--- src/rtl/serial_adder_if.sv ---
//==============================================================================
// Module      : serial_adder_if
// Description : Request/result bundle for the bit-serial adder/subtractor.
// Revision    : 1.0 - initial release
//==============================================================================
`timescale 1ns/1ps
`default_nettype none

interface serial_adder_if #(
    parameter int WIDTH = 8
);
    logic             start;
    logic             sub;
    logic [WIDTH-1:0] a;
    logic [WIDTH-1:0] b;
    logic [WIDTH-1:0] sum;
    logic             carry_out;
    logic             overflow;
    logic             busy;
    logic             done;

    modport master (
        output start, sub, a, b,
        input  sum, carry_out, overflow, busy, done
    );

    modport slave (
        input  start, sub, a, b,
        output sum, carry_out, overflow, busy, done
    );
endinterface

`default_nettype wire

--- src/rtl/serial_adder.sv ---
//==============================================================================
// Module      : serial_adder
// Description : Bit-serial adder/subtractor, one full-adder slice, LSB first.
// Revision    : 1.0 - initial release
//==============================================================================
`timescale 1ns/1ps
`default_nettype none

module serial_adder #(
    parameter int WIDTH = 8
) (
    input  logic          clk,
    input  logic          rst,
    serial_adder_if.slave bus
);

    localparam int            CW      = $clog2(WIDTH) + 1;
    localparam logic [CW-1:0] C_LAST  = CW'(WIDTH - 1);
    localparam logic [1:0]    S_IDLE  = 2'd0;
    localparam logic [1:0]    S_SHIFT = 2'd1;
    localparam logic [1:0]    S_DONE  = 2'd2;

    logic [1:0]       r_state;
    logic [1:0]       w_next;
    logic [WIDTH-1:0] r_a;
    logic [WIDTH-1:0] r_b;
    logic [WIDTH-1:0] r_shift;
    logic [WIDTH-1:0] r_sum;
    logic [CW-1:0]    r_cnt;
    logic             r_carry;
    logic             r_cout;
    logic             r_ovf;
    logic             w_s;
    logic             w_c;
    logic             w_last;
    logic             w_accept;
    logic             w_busy;
    logic             w_done;

    assign w_s    = r_a[0] ^ r_b[0] ^ r_carry;
    assign w_c    = (r_a[0] & r_b[0]) | (r_a[0] & r_carry) | (r_b[0] & r_carry);
    assign w_last = (r_cnt == C_LAST);

    // DONE also accepts start so back-to-back runs sustain one op per WIDTH+1 cycles.
    assign w_accept = bus.start && ((r_state == S_IDLE) || (r_state == S_DONE));

    always_comb begin
        w_next = r_state;
        w_busy = 1'b0;
        w_done = 1'b0;
        case (r_state)
            S_IDLE: begin
                if (bus.start) w_next = S_SHIFT;
            end
            S_SHIFT: begin
                w_busy = 1'b1;
                if (w_last) w_next = S_DONE;
            end
            S_DONE: begin
                w_busy = 1'b1;
                w_done = 1'b1;
                w_next = bus.start ? S_SHIFT : S_IDLE;
            end
            default: w_next = S_IDLE;
        endcase
    end

    always_ff @(posedge clk) begin
        if (rst) r_state <= S_IDLE;
        else     r_state <= w_next;
    end

    always_ff @(posedge clk) begin
        if (rst) begin
            r_a     <= '0;
            r_b     <= '0;
            r_shift <= '0;
            r_sum   <= '0;
            r_cnt   <= '0;
            r_carry <= 1'b0;
            r_cout  <= 1'b0;
            r_ovf   <= 1'b0;
        end else if (w_accept) begin
            // Subtraction is a + ~b + 1: invert b and seed the carry with 1.
            r_a     <= bus.a;
            r_b     <= bus.sub ? ~bus.b : bus.b;
            r_carry <= bus.sub;
            r_cnt   <= '0;
            r_shift <= '0;
        end else if (r_state == S_SHIFT) begin
            r_a     <= {1'b0, r_a[WIDTH-1:1]};
            r_b     <= {1'b0, r_b[WIDTH-1:1]};
            r_carry <= w_c;
            r_shift <= {w_s, r_shift[WIDTH-1:1]};
            r_cnt   <= r_cnt + 1'b1;
            if (w_last) begin
                r_sum  <= {w_s, r_shift[WIDTH-1:1]};
                r_cout <= w_c;
                r_ovf  <= r_carry ^ w_c;
            end
        end
    end

    assign bus.sum       = r_sum;
    assign bus.carry_out = r_cout;
    assign bus.overflow  = r_ovf;
    assign bus.busy      = w_busy;
    assign bus.done      = w_done;

endmodule

`default_nettype wire

--- src/flat_wrapper.sv ---
// flat-port wrapper written by rule: the top's interface ports become plain ports
module serial_adder_flat 
#(
    parameter int WIDTH = 8
)
  (clk, rst, bus_start, bus_sub, bus_a, bus_b, bus_sum, bus_carry_out, bus_overflow, bus_busy, bus_done);
  serial_adder_if #(.WIDTH(WIDTH)) bus_i ();
  input  logic clk;
  input  logic rst;
  input wire logic [$bits(bus_i.start)-1:0] bus_start;
  input wire logic [$bits(bus_i.sub)-1:0] bus_sub;
  input wire logic [$bits(bus_i.a)-1:0] bus_a;
  input wire logic [$bits(bus_i.b)-1:0] bus_b;
  output wire logic [$bits(bus_i.sum)-1:0] bus_sum;
  output wire logic [$bits(bus_i.carry_out)-1:0] bus_carry_out;
  output wire logic [$bits(bus_i.overflow)-1:0] bus_overflow;
  output wire logic [$bits(bus_i.busy)-1:0] bus_busy;
  output wire logic [$bits(bus_i.done)-1:0] bus_done;
  assign bus_i.start = bus_start;
  assign bus_i.sub = bus_sub;
  assign bus_i.a = bus_a;
  assign bus_i.b = bus_b;
  assign bus_sum = bus_i.sum;
  assign bus_carry_out = bus_i.carry_out;
  assign bus_overflow = bus_i.overflow;
  assign bus_busy = bus_i.busy;
  assign bus_done = bus_i.done;
  serial_adder #(.WIDTH(WIDTH)) u_core (.clk(clk), .rst(rst), .bus(bus_i));
endmodule
--- config.mk ---
export PLATFORM = sky130hd
export DESIGN_NAME = serial_adder_flat
export DESIGN_NICKNAME = d
export VERILOG_FILES = /design/src/rtl/serial_adder_if.sv /design/src/rtl/serial_adder.sv /design/src/flat_wrapper.sv
export SDC_FILE = /design/constraint.sdc
export NUM_CORES = 1
export LEC_CHECK = 0
export CORE_UTILIZATION = 50
export DETAILED_ROUTE_END_ITERATION = 8
export MAX_ROUTING_LAYER = met4
export PLACE_DENSITY = 0.76
export RECOVER_POWER = 50
export SLEW_MARGIN = 10
export SYNTH_ARGS = -nofsm -noshare
export SYNTH_HDL_FRONTEND = slang
export SYNTH_SLANG_ARGS = --single-unit
export TNS_END_PERCENT = 10
--- constraint.sdc ---
create_clock -name clk -period 2.6 [get_ports clk]
set_clock_uncertainty 0.05 [all_clocks]
set_input_delay 0.52 -clock clk [delete_from_list [all_inputs] [get_ports clk]]
set_output_delay 0.52 -clock clk [all_outputs]
set_load 0.01 [all_outputs]
=== Word-level counts from Yosys, hierarchy flattened ===
Cells that the tools add are included.
W data, S select, Z words.

* $add $sub $neg: 1
* Multiply operators: 0
* Divide/modulo/power cells: 0
* Order comparisons: 0
* Eq/ne operators: 5
* Shift operators: 0
* Muxes and demuxes: 13
* Bitwise gates (word level): 10
* Reductions and logical operators: 8

{| class="wikitable"
|+ Operators by type and width
! operator !! count
|-
| $mux W8 || 5
|-
| $not A8 Y8 || 1
|-
| $pmux W2 S3 || 1
|-
| $mux W1 || 5
|-
| $add A4 B1 Y4 const B || 1
|-
| $eq A4 B3 Y1 const B || 1
|-
| $mux W2 || 2
|-
| $reduce_or A2 Y1 || 2
|-
| $and A1 B1 Y1 || 3
|-
| $reduce_and A3 Y1 || 1
|-
| $xor A1 B1 Y1 || 3
|-
| $eq A2 B1 Y1 const B || 1
|-
| $eq A2 B2 Y1 const B || 1
|-
| $logic_not A2 Y1 || 1
|-
| $ne A2 B1 Y1 const B || 1
|-
| $ne A2 B2 Y1 const B || 1
|-
| $or A1 B1 Y1 || 2
|-
| $reduce_and A2 Y1 || 1
|-
| $reduce_bool A2 Y1 || 1
|-
| $logic_and A1 B1 Y1 || 1
|-
| $logic_or A1 B1 Y1 || 1
|-
| $not A1 Y1 || 1
|}

* Flip-flop bits (word level): 41
* Bits in latches: 0
* Bits in writable memories: 0
* Bits in read-only memories: 0
* Input bits: 20
* Output and inout bits: 12
* Logic and storage cells: 46
* Memories: 0

=== Depth between registers and ports, before layout ===
Gate-level depths: netlist (run 1).

* Word-level depth: 5
* Depth in mapped cells: 6
* Gate-level depth less buffers: 5

=== Worst setup path before layout (run 1) ===
No wires, ideal clock.

* Path type: reg2reg
* From: reg u_core.r_state[0]
* To: reg u_core.r_a[7]
* Library setup time: 0.128 ns
* Arrival: 1.321 ns
* Data required time: 2.422 ns
* Setup slack: 1.101 ns
* Cell stages (with the launch flop): 7
* Buffers on the path: 1
* Period minus slack after synthesis: 1.499 ns
* Cell sequence: dfxtp_1 inv_1 ha_1 o21ai_4 buf_4 mux2i_1 nor2_1

* Longest elaborated chain between the ends: 4
* Elaborated cells on any way between the ends: 7
* Classes of those cells: 2 x eq/ne; 1 x mux; 4 x reduce/logical

{| class="wikitable"
|+ Ends and longest elaborated chain
! element !! RTL line !! source
|-
| from (decl) || serial_adder.sv:23 || <nowiki>logic [1:0] r_state;</nowiki>
|-
| from (signal assigned) || serial_adder.sv:70 || <nowiki>else r_state <= w_next;</nowiki>
|-
| $eq A2 B2 Y1 or $logic_not A2 Y1 (tied branches) || serial_adder.sv:45 || <nowiki>assign w_accept = bus.start && ((r_state == S_IDLE) || (r_state == S_DONE));</nowiki>
|-
| $logic_or A1 B1 Y1 || serial_adder.sv:45 ||
|-
| $logic_and A1 B1 Y1 || serial_adder.sv:45 ||
|-
| $mux W8 or $reduce_bool A2 Y1 (tied branches) || -- ||
|-
| to (signal assigned) || serial_adder.sv:85 || <nowiki>r_a <= bus.a;</nowiki>
|-
| to (signal assigned) || serial_adder.sv:91 || <nowiki>r_a <= {1'b0, r_a[WIDTH-1:1]};</nowiki>
|-
| to (decl) || serial_adder.sv:25 || <nowiki>logic [WIDTH-1:0] r_a;</nowiki>
|}

Parallel ways exist; a longest one is shown, timed or not.
A chain may end at the register's enable or synchronous reset.

=== Final worst setup path (run 1) ===
* From: reg u_core.r_state[1]
* To: out bus_busy

* Longest elaborated chain between the ends: 3
* Elaborated cells on any way between the ends: 4
* Classes of those cells: 2 x eq/ne; 1 x mux; 1 x reduce/logical

{| class="wikitable"
|+ Ends and longest elaborated chain
! element !! RTL line !! source
|-
| $eq A2 B1 Y1 or $eq A2 B2 Y1 (tied branches) || serial_adder.sv:51 || <nowiki>case (r_state)</nowiki>
|-
| $reduce_or A2 Y1 (no line) (*) || -- ||
|-
| $mux W1 (*) || serial_adder.sv:51 ||
|-
| to (decl) || flat_wrapper.sv:17 || <nowiki>output wire logic [$bits(bus_i.busy)-1:0] bus_busy;</nowiki>
|}

Every way passes the cells marked *; elsewhere a longest branch is shown, timed or not.

==> out/summary.txt, run 1 <==
Max frequency: 455 MHz
Hold path start: u_core.bus.sum[2]
Leading cell types by count after synthesis: dfxtp_1 (40), nor2_1 (29), mux2i_1 (25)
Synthesized cell area: 1840 µm²
Die Ht: 62.7 µm
RSZ-0062 raised after global routing: false
Final WS setup: 0.401 ns
Hold path depth: 2
FF-to-FF path depth: 6
Final min period: 2.20 ns
Die width: 62.7 µm
Critical path, cell by cell: inv_1 -> ha_1 -> clkdlybuf4s50_1
Multi-input gate area: 940 µm²
P_leak: 0.867 nW
CP Capture Type: output port
WP data arrival: 1.63 ns
Core ar.: 3440 µm²
Final Cycle Share: 0.846
PwrDens: 805 nW/µm²
Max-cap viol count: 0
Global-route wire length before repair: 6030 µm
Hold buffers post-CTS: 0
Synthesis-to-layout area growth: 20.8%
Clock share of power: 0.230
Async SR Flop Fraction: 0
Cell-internal power: 1.18 mW
Gate power share: 0.332
Clk buf depth: 2
CTS clk-pin slew, worst paths: 0.08 ns
Core Rows: 21
Yosys top cell by area: dfxtp_1
Routed vias: 1378
R2r setup slk: 0.43 ns
Wire length per cell: 12.8 µm
Crit path max fanout: 5
Post-synth EDFFs: 0
Critical path startpoint category: register
Post-synthesis cell count: 189
First-pass iteration count of the detailed router: 4
Slew of the pin with the lowest slew margin: 0.809 ns
H-Tree Depth: 2
Dpl hpwl: 2460 µm
Global route overflow: 0
Net Sw Frac: 0.338
Drt via density: 5.20
Drt total wl: 3390 µm
RR Endpoint: u_core.bus.overflow
Max Slew Vio Count: 0
Top-count cell post-synth: dfxtp_1
FF+latch count, synth: 40
Vias in the first global route: 1395
Setup TNS: 0 ns
Status: completed
CTS tree: done
CP max-delay cell: clkdlybuf4s50_1
TritonCTS Sinks: 40
Layout fillers: 304
Synth area leaders: dfxtp_1 (44%), mux2i_1 (14%), a211oi_1 (6.5%)
Layout Nets: 246
Worst Hold Class: register to register
Hold Path Sink: u_core.bus.sum[2]
RR Startpoint: u_core.r_state[1]
Total GRT Usage: 0.204
Clk root buf: clkbuf_8
IO buf count: 31
DRC violations left: 0
Synthesized area per cell: 9.73 µm²
Critical path class: register to output port
Syn. warnings: 0
Final hold viol count: 0
Largest net degree at the start of global routing: 35
Buf/Inv on CP: 2
Pre-CTS setup slack: 0.488 ns
CTS resizes: 0
Die Area: 3930 µm²
Top delay family on crit path: buffers and inverters
Placed Cells: 257
DRT iter0 DRCs: 61
Final setup viols: 0
Initial Util: 0.534
Post-synth top flop: dfxtp_1
Reg area: 801 µm²
Synth Net Count: 217
Num ports: 32
Register area share after synthesis: 0.435
Largest stage delay on the critical path: 0.53 ns
Worst Path Required: 2.03 ns
NetSw: 0.604 mW
Clock buffer count from CTS: 5
Final ANT Viol Nets: 0
Routability cong.: 0.787
Layout cell share with drive strength beyond 1: 0.0594
Antenna violations before repair: 0
Ant. Diodes: 0
Fin cells: 265
Maximum VDD drop: 0.466 mV
Post-CTS Setup Bufs: 0
Max_slew headroom: 0.459
Clock latency on the worst-skew pair: 0.30 ns
Seq pwr share: 0.438
Synth unique cells: 25
Synth top area share: 0.435
## cells by family (layout without fill, tap and decap cells)
group	after synthesis	in the layout	synth area share
xor gates and xnor gates	12	12	0.0571
buffers and inverters	14	44	0.0517
DFF	40	40	0.435
AOI/OAI and AO/OA	29	29	0.109
and+or+nand+nor	60	60	0.146
adders and majority gates	8	8	0.0585
muxes	26	26	0.142
## metal layers
metal	global-route usage	up-vias	routed length (µm)
met1	0.227	642	1490
met5	-	-	0
met2	0.337	30	1710
met3	0.0602	6	136
li1	-	700	-
met4	0.0872	0	61
## area by class of cell
class | count | area share
multi-input combinational | 135 | 0.423
clock buffer | 5 | 0.0310
timing repair buffer | 34 | 0.148
clock inverter | 3 | 0.00845
sequential | 40 | 0.360
tap | 46 | 0.0259
inverter | 2 | 0.00338
## worst max-delay path by stage
stage	from	endpoint	slack, ns	depth (start not counted)
final	u_core.r_state[1]	bus_busy	0.40	3
after global placement	bus_start	u_core.r_shift[6]	0.63	4
after detailed placement	u_core.r_state[0]	u_core.r_cnt[2]	0.49	5
after floorplan	u_core.r_state[0]	u_core.r_a[7]	1.10	6
after CTS	u_core.r_state[1]	bus_busy	0.38	3
after global routing	u_core.r_state[1]	u_core.bus.overflow	0.23	6
## worst min-delay path: cells and delay by family, from the launching register on
family / cells / cell delay (ns)
DFF: 1 / 0.31
and+or+nand+nor: 1 / 0.05
AOI/OAI and AO/OA: 1 / 0.05
## state kept, by name, indices dropped and copies added, names as in the netlist
name                  flops
u_core.bus.sum            8
u_core.r_a                8
u_core.r_b                8
u_core.r_shift            7
u_core.r_cnt              4
u_core.r_state            2
u_core.bus.carry_out      1
u_core.bus.overflow       1
u_core.r_carry            1
## through the flow
stage | utilization | cell area (µm²) | total power [mW] | hold slack [ns]
after floorplan | - | 1840 | 1.29 | 0.381
after global placement | 0.622 | 2140 | 1.36 | 0.392
after detailed placement | 0.622 | 2140 | 1.40 | 0.398
after CTS | 0.648 | 2230 | 1.81 | 0.409
after global routing | 0.646 | 2220 | 1.91 | 0.433
final | 0.646 | 2220 | 1.79 | 0.404
## power by group through the flow
| stage | combinational (mW) | clock, mW | sequential (mW) |
|---|---|---|---|
| floorplan | 0.510 | 0 | 0.777 |
| global placement | 0.570 | 0 | 0.790 |
| detailed placement | 0.602 | 0 | 0.797 |
| CTS | 0.604 | 0.423 | 0.783 |
| global route | 0.656 | 0.452 | 0.797 |
| finish | 0.593 | 0.411 | 0.784 |
## cells in the final DEF, fill, tap and decap left out, types with 2 or more instances in the layout
cell type / n
a21oi_1: 12
dlygate4sd3_1: 10
ha_1: 7
clkbuf_8: 5
xnor2_1: 2
clkdlybuf4s50_1: 21
nand2b_1: 4
clkinv_2: 2
nand2_1: 19
nor2_1: 29
mux2i_1: 25
xor2_1: 10
nand3b_1: 2
inv_1: 2
nor2b_1: 2
buf_4: 2
dfxtp_1: 40
a211oi_1: 16
No activity file was read; power rests on OpenSTA's default activity.
==> inputs of run 2 (changes only) <==
--- a/config.mk
+++ b/config.mk
@@ -5,10 +5,10 @@
 export SDC_FILE = /design/constraint.sdc
 export NUM_CORES = 1
 export LEC_CHECK = 0
-export CORE_UTILIZATION = 50
+export CORE_UTILIZATION = 47
 export DETAILED_ROUTE_END_ITERATION = 8
 export MAX_ROUTING_LAYER = met4
-export PLACE_DENSITY = 0.76
+export PLACE_DENSITY = 0.75
 export RECOVER_POWER = 50
 export SLEW_MARGIN = 10
 export SYNTH_ARGS = -nofsm -noshare
==> constraint.sdc (replaced) <==
create_clock -name clk -period 1.9 [get_ports clk]
set_clock_uncertainty 0.05 [all_clocks]
set_input_delay 0.38 -clock clk [delete_from_list [all_inputs] [get_ports clk]]
set_output_delay 0.38 -clock clk [all_outputs]
set_load 0.01 [all_outputs]
==> out/summary.txt, run 2 (synthesis gave the netlist of run 1 again) <==
Die Area: 4170 µm²
Drt total wl: 2930 µm
Buf/Inv on CP: 2
Critical path, cell by cell: inv_1 -> ha_1 -> dlygate4sd2_1
FF-to-FF path depth: 6
CTS tree: done
Die Ht: 64.6 µm
First-pass iteration count of the detailed router: 4
Core Rows: 22
Layout Nets: 248
Hold path depth: 2
P_leak: 0.889 nW
Max-cap viol count: 0
NetSw: 0.794 mW
Synthesis-to-layout area growth: 23.2%
WP data arrival: 1.29 ns
Antenna violations before repair: 0
Final hold viol count: 0
Final min period: 1.72 ns
Fin cells: 269
Hold Slack: 0.401 ns
PwrDens: 1090 nW/µm²
Largest net degree at the start of global routing: 28
Routed vias: 1318
Clock latency on the worst-skew pair: 0.29 ns
Crit path max fanout: 5
Hold buffers post-CTS: 0
Final Cycle Share: 0.904
Ant. Diodes: 0
Routability cong.: 0.741
Wire length per cell: 10.9 µm
CP max-delay cell: dfxtp_2
Total GRT Usage: 0.165
Final setup viols: 0
Num ports: 32
Status: completed
Core ar.: 3720 µm²
Final Core Density: 0.610
Initial Util: 0.495
Max frequency: 582 MHz
Clk buf depth: 2
Gate power share: 0.332
Top delay family on crit path: flip-flops
Commonest non-fill, non-tap cell in the layout: dfxtp_1
Final WS setup: 0.183 ns
DRC violations left: 0
Maximum VDD drop: 0.697 mV
Total power: 2.47 mW
Max_slew headroom: 0.721
Clock buffer count from CTS: 5
Vias in the first global route: 1204
IO buf count: 31
RSZ-0062 raised after global routing: false
Cell-internal power: 1.68 mW
Final ANT Viol Nets: 0
Critical path class: register to output port
Critical path startpoint category: register
Clock share of power: 0.234
Most frequent cells in the layout: dfxtp_1 (38), nor2_1 (29), mux2i_1 (25)
Worst Hold Class: register to register
Die width: 64.6 µm
Seq pwr share: 0.434
Clk root buf: clkbuf_8
Setup TNS: 0 ns
Design Area, Final: 2270 µm²
Global route overflow: 0
Dpl hpwl: 2120 µm
Largest stage delay on the critical path: 0.37 ns
TritonCTS Sinks: 40
Net Sw Frac: 0.321
Max Slew Vio Count: 0
Placed Area: 2170 µm²
CTS resizes: 6
Drt via density: 4.90
Global-route wire length before repair: 5180 µm
DRT iter0 DRCs: 50
Pre-CTS setup slack: 0.163 ns
Placed Cells: 261
H-Tree Depth: 2
Worst Path Required: 1.47 ns
Layout cell share with drive strength beyond 1: 0.0860
CTS clk-pin slew, worst paths: 0.08 ns
CP Capture Type: output port
Post-CTS Setup Bufs: 0
Slew of the pin with the lowest slew margin: 0.417 ns
WP depth: 3
[run 2: cell type report]
type                    count  area (µm²)
fillers                   343        1450
multi-input cells         135         940
flip-flops and latches     40         803
repair buffers             36         358
clock buffers               6        82.6
well taps                  48        60.1
clock inverters             2        15.0
inverters                   2        7.51
[run 2: final timing paths]
path,startpoint,to,slack [ns]
max,u_core.r_state[1],bus_busy,0.18
min,u_core.bus.sum[6],u_core.bus.sum[6],0.40
max reg2reg,u_core.r_state[1],u_core.r_a[7],0.26
min reg2reg,u_core.bus.sum[6],u_core.bus.sum[6],0.40
[run 2: routing by layer]
layer	track usage	part of all wire
met1	0.202	0.50
met2	0.250	0.44
met3	0.0423	0.038
met4	0.0833	0.022
met5	-	0
[run 2: power by group through the flow]
stage	logic (mW)	registers (mW)	clock network (mW)
after floorplan	0.698	1.06	0
after global placement	0.836	1.08	0
after detailed placement	0.850	1.09	0
after CTS	0.843	1.07	0.597
after global routing	0.910	1.09	0.634
final	0.823	1.07	0.579
[run 2: tightest hold or removal path, delay by kind of cell, from the launching register on]
kind,cells,cell delay [ns]
flops,1,0.31
compound gates,1,0.05
simple gates,1,0.05
